File: src/rtl/inst_encoder.sv
// Streaming RV32I instruction encoder: decoded items in, machine words out.
// Items are legality-checked; illegal ones become a NOP tagged as illegal.
package inst_encoder_pkg;
    typedef logic [4:0]  reg_t;
    typedef logic [31:0] data_t;
    typedef enum logic [5:0] {
        NO_INST, ADD, SUB, SLL, SLT, SLTU, XOR, SRL, SRA, OR, AND,
        ADDI, SLTI, SLTIU, XORI, ORI, ANDI, SLLI, SRLI, SRAI,
        LB, LH, LW, LBU, LHU, JALR, SB, SH, SW,
        BEQ, BNE, BLT, BGE, BLTU, BGEU, LUI, AUIPC, JAL
    } instruction_t;
endpackage

module inst_encoder
    import inst_encoder_pkg::*;
#(
    parameter int OUT_DEPTH = 2,
    parameter int CNT_W     = 16
) (
    input  logic             clk,
    input  logic             rstn,
    input  logic             in_valid,
    output logic             in_ready,
    input  instruction_t     in_instruction,
    input  reg_t             in_rs1,
    input  reg_t             in_rs2,
    input  reg_t             in_rd,
    input  data_t            in_imm,
    output logic             out_valid,
    input  logic             out_ready,
    output logic [31:0]      out_word,
    output logic             out_illegal,
    output logic [CNT_W-1:0] enc_count,
    output logic [CNT_W-1:0] illegal_count
);
    localparam int AW = $clog2(OUT_DEPTH);
    localparam int PW = AW + 1;
    localparam logic [31:0] NOP = 32'h0000_0013;

    localparam logic [2:0] F_NONE = 3'd0, F_R = 3'd1, F_I = 3'd2, F_SH = 3'd3;
    localparam logic [2:0] F_S = 3'd4, F_B = 3'd5, F_U = 3'd6, F_J = 3'd7;

    localparam logic [6:0] O_OP = 7'b0110011, O_IMM = 7'b0010011;
    localparam logic [6:0] O_LD = 7'b0000011, O_JALR = 7'b1100111;
    localparam logic [6:0] O_ST = 7'b0100011, O_BR = 7'b1100011;
    localparam logic [6:0] O_LUI = 7'b0110111, O_AUIPC = 7'b0010111;
    localparam logic [6:0] O_JAL = 7'b1101111;

    logic [2:0]  fmt;
    logic [2:0]  f3;
    logic [6:0]  op;
    logic        alt;
    logic [31:0] imm;
    logic [31:0] raw;
    logic        bad;
    logic [31:0] enc_word;

    assign imm = in_imm;

    always_comb begin
        fmt = F_NONE;
        op  = '0;
        f3  = '0;
        alt = 1'b0;
        unique case (in_instruction)
            ADD:   begin fmt = F_R;  op = O_OP;  f3 = 3'd0; end
            SUB:   begin fmt = F_R;  op = O_OP;  f3 = 3'd0; alt = 1'b1; end
            SLL:   begin fmt = F_R;  op = O_OP;  f3 = 3'd1; end
            SLT:   begin fmt = F_R;  op = O_OP;  f3 = 3'd2; end
            SLTU:  begin fmt = F_R;  op = O_OP;  f3 = 3'd3; end
            XOR:   begin fmt = F_R;  op = O_OP;  f3 = 3'd4; end
            SRL:   begin fmt = F_R;  op = O_OP;  f3 = 3'd5; end
            SRA:   begin fmt = F_R;  op = O_OP;  f3 = 3'd5; alt = 1'b1; end
            OR:    begin fmt = F_R;  op = O_OP;  f3 = 3'd6; end
            AND:   begin fmt = F_R;  op = O_OP;  f3 = 3'd7; end
            ADDI:  begin fmt = F_I;  op = O_IMM; f3 = 3'd0; end
            SLTI:  begin fmt = F_I;  op = O_IMM; f3 = 3'd2; end
            SLTIU: begin fmt = F_I;  op = O_IMM; f3 = 3'd3; end
            XORI:  begin fmt = F_I;  op = O_IMM; f3 = 3'd4; end
            ORI:   begin fmt = F_I;  op = O_IMM; f3 = 3'd6; end
            ANDI:  begin fmt = F_I;  op = O_IMM; f3 = 3'd7; end
            SLLI:  begin fmt = F_SH; op = O_IMM; f3 = 3'd1; end
            SRLI:  begin fmt = F_SH; op = O_IMM; f3 = 3'd5; end
            SRAI:  begin fmt = F_SH; op = O_IMM; f3 = 3'd5; alt = 1'b1; end
            LB:    begin fmt = F_I;  op = O_LD;  f3 = 3'd0; end
            LH:    begin fmt = F_I;  op = O_LD;  f3 = 3'd1; end
            LW:    begin fmt = F_I;  op = O_LD;  f3 = 3'd2; end
            LBU:   begin fmt = F_I;  op = O_LD;  f3 = 3'd4; end
            LHU:   begin fmt = F_I;  op = O_LD;  f3 = 3'd5; end
            JALR:  begin fmt = F_I;  op = O_JALR; f3 = 3'd0; end
            SB:    begin fmt = F_S;  op = O_ST;  f3 = 3'd0; end
            SH:    begin fmt = F_S;  op = O_ST;  f3 = 3'd1; end
            SW:    begin fmt = F_S;  op = O_ST;  f3 = 3'd2; end
            BEQ:   begin fmt = F_B;  op = O_BR;  f3 = 3'd0; end
            BNE:   begin fmt = F_B;  op = O_BR;  f3 = 3'd1; end
            BLT:   begin fmt = F_B;  op = O_BR;  f3 = 3'd4; end
            BGE:   begin fmt = F_B;  op = O_BR;  f3 = 3'd5; end
            BLTU:  begin fmt = F_B;  op = O_BR;  f3 = 3'd6; end
            BGEU:  begin fmt = F_B;  op = O_BR;  f3 = 3'd7; end
            LUI:   begin fmt = F_U;  op = O_LUI; end
            AUIPC: begin fmt = F_U;  op = O_AUIPC; end
            JAL:   begin fmt = F_J;  op = O_JAL; end
            default: fmt = F_NONE;
        endcase
    end

    // Immediates must be exactly representable in the target field.
    always_comb begin
        raw = NOP;
        bad = 1'b0;
        case (fmt)
            F_R: raw = {1'b0, alt, 5'b0, in_rs2, in_rs1, f3, in_rd, op};
            F_I: begin
                raw = {imm[11:0], in_rs1, f3, in_rd, op};
                bad = imm[31:11] != {21{imm[11]}};
            end
            F_SH: begin
                raw = {1'b0, alt, 5'b0, imm[4:0], in_rs1, f3, in_rd, op};
                bad = |imm[31:5];
            end
            F_S: begin
                raw = {imm[11:5], in_rs2, in_rs1, f3, imm[4:0], op};
                bad = imm[31:11] != {21{imm[11]}};
            end
            F_B: begin
                raw = {imm[12], imm[10:5], in_rs2, in_rs1, f3,
                       imm[4:1], imm[11], op};
                bad = imm[0] | (imm[31:12] != {20{imm[12]}});
            end
            F_U: begin
                raw = {imm[31:12], in_rd, op};
                bad = |imm[11:0];
            end
            F_J: begin
                raw = {imm[20], imm[10:1], imm[11], imm[19:12], in_rd, op};
                bad = imm[0] | (imm[31:20] != {12{imm[20]}});
            end
            default: bad = 1'b1;
        endcase
    end

    assign enc_word = bad ? NOP : raw;

    logic [32:0]   mem [OUT_DEPTH];
    logic [PW-1:0] wp;
    logic [PW-1:0] rp;
    logic          empty;
    logic          full;
    logic          push;
    logic          pop;

    assign empty = wp == rp;
    assign full  = (wp[AW] != rp[AW]) && (wp[AW-1:0] == rp[AW-1:0]);
    assign in_ready  = !full;
    assign out_valid = !empty;
    assign push = in_valid && in_ready;
    assign pop  = out_valid && out_ready;

    assign out_word    = out_valid ? mem[rp[AW-1:0]][31:0] : '0;
    assign out_illegal = out_valid & mem[rp[AW-1:0]][32];

    always_ff @(posedge clk or negedge rstn) begin
        if (!rstn) begin
            wp <= '0;
            rp <= '0;
            enc_count     <= '0;
            illegal_count <= '0;
            for (int i = 0; i < OUT_DEPTH; i++) mem[i] <= '0;
        end else begin
            if (push) begin
                mem[wp[AW-1:0]] <= {bad, enc_word};
                wp <= wp + PW'(1);
                enc_count <= enc_count + CNT_W'(1);
                if (bad && illegal_count != '1)
                    illegal_count <= illegal_count + CNT_W'(1);
            end
            if (pop) rp <= rp + PW'(1);
        end
    end
endmodule

File: config.mk
export PLATFORM = sky130hd
export DESIGN_NAME = inst_encoder
export DESIGN_NICKNAME = d
export VERILOG_FILES = /design/src/rtl/inst_encoder.sv
export SDC_FILE = /design/constraint.sdc
export NUM_CORES = 1
export LEC_CHECK = 0
export BUFFER_PORTS_ARGS = -buffer_cell sky130_fd_sc_hd__buf_4
export CORE_UTILIZATION = 41
export DETAILED_ROUTE_END_ITERATION = 6
export GPL_TIMING_DRIVEN = 0
export PLACE_DENSITY_LB_ADDON = 0.08
export SYNTH_ARGS = -nofsm -noshare
export SYNTH_HDL_FRONTEND = slang
export SYNTH_SLANG_ARGS = --single-unit
File: constraint.sdc
create_clock -name clk -period 2.4 [get_ports clk]
set_input_delay 0 -clock clk [delete_from_list [all_inputs] [get_ports clk]]
set_output_delay 0 -clock clk [all_outputs]
set_load 0.01 [all_outputs]
==> results.md <==
- Post-layout instance area: 0.007273 mm²
- Unrepaired setup endpoints after global routing: no
- First-pass GRT wire length: 27.92 mm
- Leakage power of the design: 3.288 nW
- Clock skew: 0.01218 ns
- Endpoint type of the worst setup path: flip-flop
- Number of different library cells in the post-synthesis netlist: 64
- Drt first-iter violations: 366
- Async set-or-reset flop fraction in the synthesized netlist: 1.000
- Most used cells in the layout excluding fill and tap cells: sky130_fd_sc_hd__buf_4 (122), sky130_fd_sc_hd__nand2_1 (103), sky130_fd_sc_hd__dfrtp_1 (100)
- # nets final: 850
- Fraction of final layout cells sized beyond drive strength 1: 0.2217
- Gpl congestion: 0.9038
- Power density over cell area: 1022 mW/mm²
- Period utilization: 0.8919
- Met3 wirelength from detailed routing: 895 µm
- Worst vdd rail ir drop: 0.7018 mV
- Via count of the first global-routing pass: 5,123
- Max-slew violation count: 0
- Synth Warn #: 0
- Synthesized area divided by synthesized cell count: 8.831 µm²
- Cell Area, Placed: 0.006928 mm²
- Number of sinks on the clock net: 100
- Die outline width: 121.0 µm
- Core Region: 0.01383 mm²
- Detailed-route via count: 5,462
- Post-synth EDFFs: 0
- CP Max Fanout: 10
- First-pass DRT Iterations: 6
- Routed len/inst: 18.21 µm
- Remaining DRCs: 0
- Ys flop type: sky130_fd_sc_hd__dfrtp_1
- Count of pins on the block boundary: 124
- Tightest Pin Transition: 0.9278 ns
- Total of buffers placed on input and output ports: 120
- N_diodes: 0
- Met2 wirelength from detailed routing: 8.636 mm
- Setup violations, final: 0
- Post-detailed-placement half-perimeter wirelength: 13.50 mm
- Average vias per placed instance: 5.608
- Commonest non-fill, non-tap cell in the layout: sky130_fd_sc_hd__buf_4
- Status: finished clean
- Data arrival time of the critical path: 2.38 ns
- Setup tns final: 0 ns
- Effective utilization at floorplan: 0.4196
- Required arrival time at the worst endpoint: 2.64 ns
- Number of H-tree levels: 3
- Clock transition at path regs: 0.07 ns
- Cell area after synthesis: 0.005802 mm²
- Number of fill cells: 1,302
- Worst setup path class: flip-flop to flip-flop
- Time the worst path needs with I/O delays and setup: 2.141 ns
- Remaining max-slew budget at the tightest pin: 0.3815
- Max layer used: met4
- Cells after Synth: 657
- Initial antenna violation count: 0
- Length of routed wiring on met1: 7.761 mm
- Clock latency on the worst-skew pair: 0.35 ns
- Standard-cell row count: 43
- Final global-route overflow total: 0
- Detailed Route WL: 17.73 mm
- Hold crit path type: input port to flip-flop
- Root cell of the clock tree: sky130_fd_sc_hd__clkbuf_16
- Clock tree from TritonCTS: done
- Area growth from synthesis to layout: 25.36%
- Max clock buf depth: 2
- Worst Setup Start Kind: flip-flop
- Register area share after synthesis: 0.4313
- Synthesized Nets: 717
- Number of routed nets with antenna violations: 0
- Cts bufs inserted: 9
- Total Die Area: 0.01463 mm²
- Maximum clock rate: 467.2 MHz
- #FFs+latches synth: 100
- Chip height: 121.0 µm
- Max-capacitance violation count: 0
- Largest net degree at the start of global routing: 101
- Total global routing track utilization: 0.2489
- Hold violation count in the final report: 0
## power breakdown
group	switching (mW)	leakage (nW)	total (mW)	internal, mW
clock	0.647	0.136	1.46	0.813
sequential	0.350	1.33	2.57	2.22
combinational	1.99	1.82	3.40	1.41
## registers in the layout (all words and copies together), names as in the netlist
register / flops
enc_count: 16
wp: 2
mem: 64
illegal_count: 16
rp: 2
## area by class of cell
| type | instances | area, µm² | area share |
|---|---|---|---|
| clock inverter | 6 | 72.57 | 0.009978 |
| buffer | 48 | 252.7 | 0.03475 |
| multi-input combinational | 500 | 3037 | 0.4175 |
| timing repair buffer | 122 | 924.6 | 0.1271 |
| tap | 180 | 225.2 | 0.03097 |
| clock buffer | 9 | 225.2 | 0.03097 |
| sequential | 100 | 2502 | 0.3441 |
| inverter | 9 | 33.78 | 0.004645 |
## critical path, cell delays in order, from the launching register on
cell,delay [ns]
sky130_fd_sc_hd__dfrtp_1,0.35
sky130_fd_sc_hd__buf_2,0.19
sky130_fd_sc_hd__xnor2_1,0.17
sky130_fd_sc_hd__a21boi_1,0.20
sky130_fd_sc_hd__clkbuf_4,0.26
sky130_fd_sc_hd__and4_1,0.26
sky130_fd_sc_hd__nand2_1,0.09
sky130_fd_sc_hd__nor2_1,0.20
sky130_fd_sc_hd__nand4_1,0.14
sky130_fd_sc_hd__xnor2_1,0.15
## per-stage QoR
step           utilization  setup slack, ns  instances  hold WS (ns)  total power, mW
6_report            0.5260           0.2594        974       0.08371            7.433
4_1_cts             0.5242          0.02621        974       0.07134            7.461
3_5_place_dp        0.5010         -0.03768        957        0.2910            5.980
2_1_floorplan            -           0.4328        657       -0.2956            4.522
5_1_grt             0.5260          0.02035        974       0.08602            7.965
3_3_place_gp        0.5010          0.04437        957        0.2801            5.906
## cell families after synthesis
logic type | count (synthesis) | synth area share
AND/OR/NAND/NOR | 279 | 0.2342
AO/OA/AOI/OAI | 144 | 0.1607
flip-flops | 100 | 0.4313
buffers and inverters | 57 | 0.04615
multiplexers | 38 | 0.06685
XOR/XNOR | 36 | 0.05435
adder cells (fa/ha/maj) | 3 | 0.006470
## synth_stat cells, types with 6 or more instances
cell,count,share of area
sky130_fd_sc_hd__nand2_1,103,0.067
sky130_fd_sc_hd__dfrtp_1,100,0.43
sky130_fd_sc_hd__nor2_1,55,0.036
sky130_fd_sc_hd__o21ai_1,41,0.035
sky130_fd_sc_hd__mux2i_1,32,0.055
sky130_fd_sc_hd__clkbuf_1,31,0.020
sky130_fd_sc_hd__xnor2_1,29,0.044
sky130_fd_sc_hd__nand3_1,24,0.021
sky130_fd_sc_hd__o21ai_0,24,0.021
sky130_fd_sc_hd__nand4_1,20,0.022
sky130_fd_sc_hd__a21oi_1,17,0.015
sky130_fd_sc_hd__and3_1,14,0.015
sky130_fd_sc_hd__nor3_1,12,0.010
sky130_fd_sc_hd__or2_1,10,0.011
sky130_fd_sc_hd__a21o_1,9,0.012
sky130_fd_sc_hd__nand2b_1,9,0.0097
sky130_fd_sc_hd__a22oi_1,8,0.010
sky130_fd_sc_hd__inv_1,8,0.0052
sky130_fd_sc_hd__nor2b_1,8,0.0086
sky130_fd_sc_hd__o31ai_1,8,0.010
sky130_fd_sc_hd__a222oi_1,7,0.012
sky130_fd_sc_hd__xor2_1,7,0.011
sky130_fd_sc_hd__or3_1,6,0.0065
## final timing paths
check | start | end | slack [ns] | depth (start not counted)
worst max register to register | rp[0]$_DFFE_PN0P_ | enc_count[15]$_DFFE_PN0P_ | 0.26 | 9
worst min register to register | mem[34]$_DFFE_PN0P_ | mem[34]$_DFFE_PN0P_ | 0.47 | 1
worst max-delay path | rp[0]$_DFFE_PN0P_ | enc_count[15]$_DFFE_PN0P_ | 0.26 | 9
max in group asynchronous | rstn | illegal_count[1]$_DFFE_PN0P_ | 1.44 | 2
min in group asynchronous | rstn | mem[58]$_DFFE_PN0P_ | 0.31 | 2
worst min-delay path | in_rs1[4] | mem[52]$_DFFE_PN0P_ | 0.08 | 4
## repair_timing
item,in CTS,in global routing
endpoints found under the setup margin,6,56
buffers inserted,0,0
gates resized for setup,2,23
hold buffers,2,0
hold endpoints to repair,71,0
## layer usage
layer,up-vias,GRT usage
met5,-,0
met4,0,0.08410
met3,29,0.03665
met2,174,0.4100
met1,2663,0.3335
li1,2596,-
No activity file was read; power rests on OpenSTA's default activity.
